<file path="config.mk">
export PLATFORM = sky130hd
export DESIGN_NAME = fifo_rr_burst_arbiter_flat
export DESIGN_NICKNAME = d
export VERILOG_FILES = /design/src/rtl/fifo_rr_burst_arbiter_if.sv /design/src/rtl/fifo_rr_burst_arbiter.sv /design/src/flat_wrapper.sv
export SDC_FILE = /design/constraint.sdc
export NUM_CORES = 1
export LEC_CHECK = 0
export CORE_AREA = 8 8 281 283
export CTS_CLUSTER_DIAMETER = 80
export DETAILED_ROUTE_END_ITERATION = 8
export DIE_AREA = 0 0 289 291
export GPL_TIMING_DRIVEN = 0
export SLEW_MARGIN = 10
export SYNTH_ARGS = -nofsm -noshare
export SYNTH_HDL_FRONTEND = slang
export SYNTH_SLANG_ARGS = --single-unit
</file>
<file path="constraint.sdc">
create_clock -name clk -period 3.1 [get_ports clk]
set_input_delay 0.62 -clock clk [delete_from_list [all_inputs] [get_ports clk]]
set_output_delay 0.62 -clock clk [all_outputs]
set_load 0.01 [all_outputs]
</file>
<file path="src/rtl/fifo_rr_burst_arbiter_if.sv">
`default_nettype none
// ============================================================================
// fifo_rr_burst_arbiter_if : source-FIFO bank and output-stream bundle
// Revision: 1.0
// ============================================================================
interface fifo_rr_burst_arbiter_if #(
  parameter int C_NUM_SRC    = 4,
  parameter int C_DATA_WIDTH = 128
);
  logic [C_NUM_SRC-1:0]              src_empty;
  logic [18*C_NUM_SRC-1:0]           src_count;
  logic [C_DATA_WIDTH*C_NUM_SRC-1:0] src_data;
  logic [C_NUM_SRC-1:0]              src_mask;
  logic [C_NUM_SRC-1:0]              src_rden;
  logic [C_DATA_WIDTH-1:0]           out_data;
  logic                              out_valid;
  logic                              out_ready;
  logic                              out_last;
  logic [2:0]                        out_src;
  logic [C_NUM_SRC-1:0]              grant;

  modport master (
    input  src_empty, src_count, src_data, src_mask, out_ready,
    output src_rden, out_data, out_valid, out_last, out_src, grant
  );

  modport slave (
    output src_empty, src_count, src_data, src_mask, out_ready,
    input  src_rden, out_data, out_valid, out_last, out_src, grant
  );
endinterface
`default_nettype wire

</file>
<file path="src/rtl/fifo_rr_burst_arbiter.sv">
`default_nettype none
// ============================================================================
// fifo_rr_burst_arbiter : round-robin burst drain of FWFT FIFOs into one stream
// Revision: 1.0
// ============================================================================
module fifo_rr_burst_arbiter #(
  parameter int C_NUM_SRC    = 4,
  parameter int C_DATA_WIDTH = 128,
  parameter int C_BURST_LEN  = 8,
  parameter int C_MIN_COUNT  = 1
) (
  input  wire logic               clk,
  input  wire logic               rst,
  fifo_rr_burst_arbiter_if.master bus
);
  localparam logic [17:0] MIN_CNT  = 18'(C_MIN_COUNT);
  localparam logic [7:0]  BEAT_MAX = 8'(C_BURST_LEN - 1);
  localparam logic [2:0]  LAST_IDX = 3'(C_NUM_SRC - 1);

  typedef enum logic [0:0] {
    ST_IDLE  = 1'b0,
    ST_BURST = 1'b1
  } state_e;

  state_e                 state_q, state_d;
  logic [C_NUM_SRC-1:0]   grant_q, grant_d;
  logic [2:0]             out_src_q, out_src_d;
  logic [2:0]             rr_ptr_q, rr_ptr_d;
  logic [7:0]             beat_q, beat_d;

  logic [C_NUM_SRC-1:0]    elig;
  logic [C_NUM_SRC-1:0]    rot;
  logic                    win_found;
  logic [2:0]              win_idx;
  logic [3:0]              sum;
  logic                    sel_empty;
  logic [17:0]             sel_count;
  logic [C_DATA_WIDTH-1:0] sel_data;
  logic                    valid;
  logic                    last;
  logic                    xfer;
  logic [2:0]              next_ptr;

  for (genvar gi = 0; gi < C_NUM_SRC; gi++) begin : g_elig
    assign elig[gi] = bus.src_mask[gi] & ~bus.src_empty[gi] &
                      (bus.src_count[18*gi +: 18] >= MIN_CNT);
  end

  // Rotating the eligibility vector by rr_ptr turns the wrap-around scan
  // into a plain lowest-set-bit search.
  always_comb begin
    rot       = C_NUM_SRC'({elig, elig} >> rr_ptr_q);
    win_found = 1'b0;
    win_idx   = '0;
    sum       = '0;
    for (int k = 0; k < C_NUM_SRC; k++) begin
      if (!win_found && rot[k]) begin
        win_found = 1'b1;
        sum       = {1'b0, rr_ptr_q} + 4'(k);
        if (sum >= 4'(C_NUM_SRC)) sum = sum - 4'(C_NUM_SRC);
        win_idx   = sum[2:0];
      end
    end
  end

  always_comb begin
    sel_empty = 1'b1;
    sel_count = '0;
    sel_data  = '0;
    for (int i = 0; i < C_NUM_SRC; i++) begin
      if (out_src_q == 3'(i)) begin
        sel_empty = bus.src_empty[i];
        sel_count = bus.src_count[18*i +: 18];
        sel_data  = bus.src_data[C_DATA_WIDTH*i +: C_DATA_WIDTH];
      end
    end
  end

  assign valid    = ~rst & (state_q == ST_BURST) & ~sel_empty;
  assign last     = valid & ((beat_q == BEAT_MAX) | (sel_count == 18'd1));
  assign xfer     = valid & bus.out_ready;
  assign next_ptr = (out_src_q == LAST_IDX) ? 3'd0 : out_src_q + 3'd1;

  assign bus.out_valid = valid;
  assign bus.out_last  = last;
  assign bus.out_data  = sel_data;
  assign bus.src_rden  = xfer ? grant_q : '0;
  assign bus.out_src   = out_src_q;
  assign bus.grant     = grant_q;

  always_comb begin
    state_d   = state_q;
    grant_d   = grant_q;
    out_src_d = out_src_q;
    rr_ptr_d  = rr_ptr_q;
    beat_d    = beat_q;
    case (state_q)
      ST_IDLE: begin
        if (win_found) begin
          state_d   = ST_BURST;
          out_src_d = win_idx;
          beat_d    = '0;
          for (int i = 0; i < C_NUM_SRC; i++) grant_d[i] = (win_idx == 3'(i));
        end
      end
      ST_BURST: begin
        // An underrun ends the burst exactly like a final beat, minus the pop.
        if (sel_empty || (xfer && last)) begin
          state_d  = ST_IDLE;
          grant_d  = '0;
          rr_ptr_d = next_ptr;
        end else if (xfer) begin
          beat_d = beat_q + 8'd1;
        end
      end
      default: state_d = ST_IDLE;
    endcase
  end

  always_ff @(posedge clk) begin
    if (rst) begin
      state_q   <= ST_IDLE;
      grant_q   <= '0;
      out_src_q <= '0;
      rr_ptr_q  <= '0;
      beat_q    <= '0;
    end else begin
      state_q   <= state_d;
      grant_q   <= grant_d;
      out_src_q <= out_src_d;
      rr_ptr_q  <= rr_ptr_d;
      beat_q    <= beat_d;
    end
  end
endmodule
`default_nettype wire

</file>
<file path="src/flat_wrapper.sv">
// flat-port wrapper written by rule: the top's interface ports become plain ports
module fifo_rr_burst_arbiter_flat 
#(
  parameter int C_NUM_SRC    = 4,
  parameter int C_DATA_WIDTH = 128,
  parameter int C_BURST_LEN  = 8,
  parameter int C_MIN_COUNT  = 1
)
  (clk, rst, bus_src_empty, bus_src_count, bus_src_data, bus_src_mask, bus_out_ready, bus_src_rden, bus_out_data, bus_out_valid, bus_out_last, bus_out_src, bus_grant);
  fifo_rr_burst_arbiter_if #(.C_NUM_SRC(C_NUM_SRC), .C_DATA_WIDTH(C_DATA_WIDTH)) bus_i ();
  input  wire logic clk;
  input  wire logic rst;
  input wire logic [$bits(bus_i.src_empty)-1:0] bus_src_empty;
  input wire logic [$bits(bus_i.src_count)-1:0] bus_src_count;
  input wire logic [$bits(bus_i.src_data)-1:0] bus_src_data;
  input wire logic [$bits(bus_i.src_mask)-1:0] bus_src_mask;
  input wire logic [$bits(bus_i.out_ready)-1:0] bus_out_ready;
  output wire logic [$bits(bus_i.src_rden)-1:0] bus_src_rden;
  output wire logic [$bits(bus_i.out_data)-1:0] bus_out_data;
  output wire logic [$bits(bus_i.out_valid)-1:0] bus_out_valid;
  output wire logic [$bits(bus_i.out_last)-1:0] bus_out_last;
  output wire logic [$bits(bus_i.out_src)-1:0] bus_out_src;
  output wire logic [$bits(bus_i.grant)-1:0] bus_grant;
  assign bus_i.src_empty = bus_src_empty;
  assign bus_i.src_count = bus_src_count;
  assign bus_i.src_data = bus_src_data;
  assign bus_i.src_mask = bus_src_mask;
  assign bus_i.out_ready = bus_out_ready;
  assign bus_src_rden = bus_i.src_rden;
  assign bus_out_data = bus_i.out_data;
  assign bus_out_valid = bus_i.out_valid;
  assign bus_out_last = bus_i.out_last;
  assign bus_out_src = bus_i.out_src;
  assign bus_grant = bus_i.grant;
  fifo_rr_burst_arbiter #(.C_NUM_SRC(C_NUM_SRC), .C_DATA_WIDTH(C_DATA_WIDTH), .C_BURST_LEN(C_BURST_LEN), .C_MIN_COUNT(C_MIN_COUNT)) u_core (.clk(clk), .rst(rst), .bus(bus_i));
endmodule
</file>
==> results of run 1 <==
## repair_timing
action / in CTS / in global routing
setup buffers: 19 / 6
resized for setup: 492 / 275
setup endpoints to repair: 153 / 139
gates cloned: 3 / 1
pin swaps: 30 / 34
## per-stage QoR
| step | std cells | power (mW) | setup slack [ns] | cell area, sq um |
|---|---|---|---|---|
| final | 2552 | 11.4 | -0.117 | 14500 |
| after global placement | 2517 | 11.0 | -2.87 | 13500 |
| after global routing | 2548 | 12.2 | -0.181 | 14500 |
| after detailed placement | 2517 | 10.9 | -2.54 | 13600 |
| after floorplan | 804 | 4.74 | 0.0148 | 4970 |
| after CTS | 2541 | 11.5 | -0.158 | 14600 |
## sequential cells by signal (all words and copies together) (netlist names)
signal / flops
u_core.rr_ptr_q: 3
u_core.beat_q: 8
u_core.bus.out_src: 3
u_core.state_q: 1
u_core.bus.grant: 4
## how the worst max path moves through the flow
stage	start	end	slack [ns]	cells after the start
after floorplan	bus_src_count[51]	u_core.rr_ptr_q[1]	0.01	8
after CTS	bus_src_count[48]	bus_out_last	-0.16	8
after detailed placement	u_core.bus.out_src[1]	bus_out_data[102]	-2.54	8
after global routing	bus_src_count[13]	bus_out_last	-0.18	9
after global placement	u_core.bus.out_src[1]	bus_out_data[5]	-2.87	8
final	bus_src_count[48]	bus_out_last	-0.12	8
## worst max-delay path, cell delays in order
cell and delay (ns):
buf_6 0.09, or4_4 0.53, or4_4 0.42, or3_4 0.34, o311a_4 0.17, o2bb2ai_4 0.18
and2_4 0.16, buf_6 0.09
## where the power goes
group          internal (mW)  leakage (nW)  switching, mW  total [mW]
logic                   4.82          5.11           5.96        10.8
clock network          0.173        0.0409          0.100       0.274
registers              0.298         0.156         0.0548       0.353
## cell families (layout without fill, tap and decap cells)
logic type	Yosys count	after routing	synth area share (%)
buffers and inverters	97	863	7.36
AND/OR/NAND/NOR	237	237	21.9
multiplexers	5	5	1.31
XOR/XNOR	2	2	0.353
AO/OA/AOI/OAI	438	438	59.9
other	0	4	0
flip-flops	19	19	7.66
adder cells (fa/ha/maj)	6	6	1.51
## per-layer routing
layer / GRT usage, % / routed length (um) / vias to the layer above
met5: 0 / 93 / -
met4: 2.25 / 1440 / 14
met3: 4.60 / 6800 / 75
met2: 28.0 / 34500 / 657
met1: 21.5 / 32700 / 5005
li1: - / - / 4693
## final cells by class
cell class	count	area (sq um)	area share, %
flip-flops and latches	19	389	2.68
diodes	4	10.0	0.0690
repair buffers	764	7290	50.3
inverters	8	30.0	0.207
clock buffers	3	75.1	0.518
plain buffers	87	897	6.18
well taps	978	1220	8.44
clock inverters	1	5.00	0.0345
multi-input cells	688	4580	31.6
## cell usage in the layout (no fill, tap or decap), types with 8 or more instances in the layout
| cell | n |
|---|---|
| clkdlybuf4s50_1 | 575 |
| o21ai_0 | 215 |
| nand2_1 | 136 |
| a221o_1 | 128 |
| clkbuf_2 | 89 |
| o21ai_1 | 29 |
| clkdlybuf4s15_1 | 27 |
| clkbuf_8 | 26 |
| dlymetal6s2s_1 | 23 |
| buf_4 | 22 |
| dlygate4sd2_1 | 19 |
| o21ai_2 | 17 |
| clkbuf_4 | 16 |
| dfxtp_1 | 16 |
| clkbuf_1 | 13 |
| clkbuf_16 | 13 |
| nor2_1 | 13 |
| buf_2 | 12 |
| buf_6 | 11 |
| a21oi_1 | 11 |
| nor3_1 | 9 |
| nand2_2 | 8 |
==> impl_metrics.toml, run 1 <==
[drt]
drtIter0Drc = 551
wl_per_cell_um = 29.6
first_pass_iters = 4
viasPerCell = 4.09
final_antenna_net_count = 0
drt-total-wl_um = 75500
drcViolationCount = 0
vias = 10400

[global_route]
first_global_vias = 10800
grt_max_degree = 12
grt_pass1_wl_um = 96500
grt_overflow = 0
track_usage_pct = 16.6
antenna_found_initial = 31

[clock_network]
cts_hold_buffers = 0
cts_tree = "done"
clock-sinks = 19
numCtsBuffers = 3
root_buffer = "clkbuf_16"
clk_pin_slew_ns = 0.06
worstSkewPairLatency_ns = 0.25
htree_levels = 1
cts_buffer_depth = 2

[worst_setup_path]
critPathMaxFanout = 2
worstRegToRegCells = 12
endpoint_kind = "primary output"
setup.worst_path.start_class = "input pin"
r2r_slack_ns = 0.08
reg2reg_from = "u_core.bus.out_src[1]"
crit_type = "in -> out"
worstPathRequired_ns = 2.48
r2r_end = "u_core.rr_ptr_q[1]"
arrival_ns = 2.60

[sta]
finClkSkew_ns = 0.00132
worst_pin_slew_ns = 0.712
hold_violations = 0
maxSlewHeadroom_pct = 52.5
rsz0062_at_grt = "yes"
fmaxAchievable_mhz = 311
hold-worst-slack_ns = 0.495
finalSetupViolCount = 2
post-route-period-util_pct = 104
fin_setup_tns_ns = -0.186
report.final.slew_viol_count = 0
min_period_ns = 3.22
post-route-worst-setup-slack_ns = -0.117

[yosys]
synthesis.nets = 1405
seq_area_frac_synth_pct = 7.66
ys_top_cells_by_count = "262 x o21ai_0, 145 x nand2_1, 128 x a221o_1, 83 x clkbuf_1, 19 x dfxtp_1"
synth_top_area_cell = "o21ai_0"
synth_area_sq_um = 4970
yosys-top-cells-area = "o21ai_0 26%, a221o_1 26%, nand2_1 11%"
synth-async-reset-ratio_pct = 0
synth_top_area_share_pct = 26.4
syn_avg_cell_area_sq_um = 6.18
yosys.cell_count.top_type = "o21ai_0"
synth_cell_types = 54
yosysWarnings = 0
synth_edf_count = 0
synth_flop_cell = "dfxtp_1"
synth_seq_cells = 19
syn_inst = 804

[floorplan]
ioPinCount = 736
rows = 101
die_h_um = 291
dieArea_sq_um = 84100
initial_utilization_pct = 6.64
core_sq_um = 74800
fp.dieW_um = 289

[min_path]
min_path_cells = 2
worstHoldPathType = "reg -> reg"
worstHoldEndpoint = "u_core.rr_ptr_q[2]"
hold_start = "u_core.rr_ptr_q[2]"

[placement]
hpwl_um = 65000
portBuffers = 735
globalplace.congestion = 0.926

[outcome]
status = "complete, but fails checks"
failed_checks = "negative setup slack"

[cells_and_area]
area_growth_pct = 192
nets = 2172
drive_gt1_share_pct = 17.6
fin_util_pct = 19.4
nFillCells = 8483

[power_and_ir_drop]
vdd_drop_max_mv = 0.479
power_density_nw_per_um2 = 787
leakagePower_nw = 5.31

[job]
maxCapViolCount = 0
(Power assumes the default switching activity.)
==> run 2, diff against run 1 <==
clock period = 2.69 ns   (was 3.1 ns; I/O delays follow)
==> run 2 against run 1 <==
  * The flow still finishes with violations (negative setup slack)
  * Wire length up 5.8%
  * Via count up 2.9%
  * Sequential power up 16%
  * Sequential share of layout area down 0.16 points
  * Clock-buffer cell count unchanged
  * Clock skew about the same
  * Critical path type is now in -> reg
==> impl_metrics.toml, run 2 (synthesis results as in run 1) <==
[outcome]
status = "complete, but fails checks"
failed_checks = "negative setup slack"

[min_path]
min_path_cells = 2
worstHoldPathType = "reg -> reg"
hold_start = "u_core.rr_ptr_q[2]"
worstHoldEndpoint = "u_core.rr_ptr_q[2]"

[clock_network]
htree_levels = 1
clock-sinks = 19
root_buffer = "clkbuf_16"
cts_buffer_depth = 2
cts_hold_buffers = 0
clk_pin_slew_ns = 0.06
numCtsBuffers = 3
worstSkewPairLatency_ns = 0.25
cts_tree = "done"

[sta]
min_period_ns = 3.08
rsz0062_at_grt = "yes"
worst_pin_slew_ns = 0.611
finClkSkew_ns = 0.00169
hold_violations = 0
hold-worst-slack_ns = 0.481
maxSlewHeadroom_pct = 59.3
post-route-period-util_pct = 114
post-route-worst-setup-slack_ns = -0.387
finalSetupViolCount = 147
report.final.slew_viol_count = 0
fmaxAchievable_mhz = 325

[cells_and_area]
nFillCells = 8461
final_area_sq_um = 15300
area_growth_pct = 209
top_register = "u_core.beat_q"
fin_util_pct = 20.5
multi_input_area_sq_um = 4850
final_cells = 2594
largest_register_ff_count = 8
nets = 2204
regArea_sq_um = 388
drive_gt1_share_pct = 26.0
mostFrequentLayoutCells = "572 x clkdlybuf4s50_1, 198 x o21ai_1, 134 x nand2_1"
final_common_cell = "clkdlybuf4s50_1"

[power_and_ir_drop]
vdd_drop_max_mv = 0.540
power_density_nw_per_um2 = 1060
leakagePower_nw = 5.69

[drt]
viasPerCell = 4.14
drt-total-wl_um = 79900
final_antenna_net_count = 0
drcViolationCount = 0
drtIter0Drc = 739
wl_per_cell_um = 30.8
vias = 10700
first_pass_iters = 5

[worst_setup_path]
reg2reg_from = "u_core.bus.out_src[1]"
setup.worst_path.start_class = "input pin"
crit_type = "in -> reg"
arrival_ns = 3.26
r2r_end = "u_core.rr_ptr_q[1]"
endpoint_kind = "register"
worstRegToRegCells = 13
r2r_slack_ns = -0.34
critPathMaxFanout = 5
worstPathRequired_ns = 2.87

[global_route]
antenna_found_initial = 45
track_usage_pct = 17.1
grt_max_degree = 12
grt_pass1_wl_um = 98400
first_global_vias = 11000
grt_overflow = 0

[placement]
place_area_sq_um = 13600
hpwl_um = 68300
post-place-cells = 2518
pre_cts_ws_ns = -2.63
globalplace.congestion = 0.947
portBuffers = 735

[floorplan]
initial_utilization_pct = 6.64
die_h_um = 291
fp.dieW_um = 289
dieArea_sq_um = 84100
ioPinCount = 736
rows = 101
core_sq_um = 74800

[job]
maxCapViolCount = 0
==> run 2: cell count changes in the layout (fill, tap and decap cells not counted), moves of 10 or more <==
| cell | change |
|---|---|
| buf_12 | +15 |
| buf_6 | +18 |
| clkbuf_2 | -63 |
| clkdlybuf4s15_1 | -26 |
| buf_2 | +79 |
| o21ai_1 | +169 |
| o21ai_2 | +38 |
| buf_8 | +11 |
| diode_2 | +10 |
| dlygate4sd2_1 | -15 |
| buf_4 | +26 |
| o21ai_0 | -209 |
==> run 2: through the flow <==
step / total power, mW / TNS [ns]
finish: 16.2 / -21.75
global route: 17.2 / -32.61
CTS: 14.1 / -33.78
detailed placement: 13.1 / -290.73
global placement: 13.1 / -375.53
floorplan: 5.46 / -2.05
==> run 2: what timing repair did <==
item | CTS | global route
pin swaps | 52 | 92
cloned | 2 | 14
gates resized for setup | 799 | 564
setup endpoints to repair | 153 | 153
buffers inserted | 19 | 27
==> run 2: final cells by class <==
type,instances,area share (%)
antenna,14,0.228
sequential,19,2.53
inverter,8,0.228
clock inverter,1,0.0326
timing repair buffer,797,50.5
buffer,86,6.39
tap,978,7.97
clock buffer,3,0.489
multi-input combinational,688,31.6
==> run 2: worst max path at each step <==
stage	start	end	slack, ns	depth (start not counted)
after floorplan	bus_src_count[51]	u_core.rr_ptr_q[1]	-0.26	8
after global placement	u_core.bus.out_src[0]	bus_out_data[53]	-3.11	8
after detailed placement	u_core.bus.out_src[0]	bus_out_data[55]	-2.63	8
after CTS	bus_src_count[51]	u_core.rr_ptr_q[1]	-0.51	10
after global routing	bus_src_count[15]	u_core.rr_ptr_q[1]	-0.44	11
final	bus_src_count[6]	u_core.rr_ptr_q[1]	-0.39	11
==> run 2: metal layers <==
metal | global-route usage [%] | wire length, um | up-vias
met5 | 0 | 236 | -
met4 | 2.86 | 1600 | 36
met3 | 8.72 | 10600 | 95
met2 | 29.3 | 37600 | 744
met1 | 19.0 | 29800 | 5088
li1 | - | - | 4784
==> run 2: critical path, cell delays in order <==
cell	delay (ns)
clkdlybuf4s50_1	0.44
nor4_2	0.16
nand4_1	0.15
buf_6	0.17
o22a_1	0.21
o311a_4	0.42
buf_6	0.13
o32a_4	0.18
o32a_4	0.34
or3b_1	0.39
a21oi_2	0.12
==> run 2: power by group <==
| part | switching (mW) | internal, mW | total (mW) |
|---|---|---|---|
| logic | 8.14 | 7.34 | 15.5 |
| clock network | 0.109 | 0.199 | 0.308 |
| registers | 0.0652 | 0.344 | 0.409 |
| total | 8.31 | 7.88 | 16.2 |
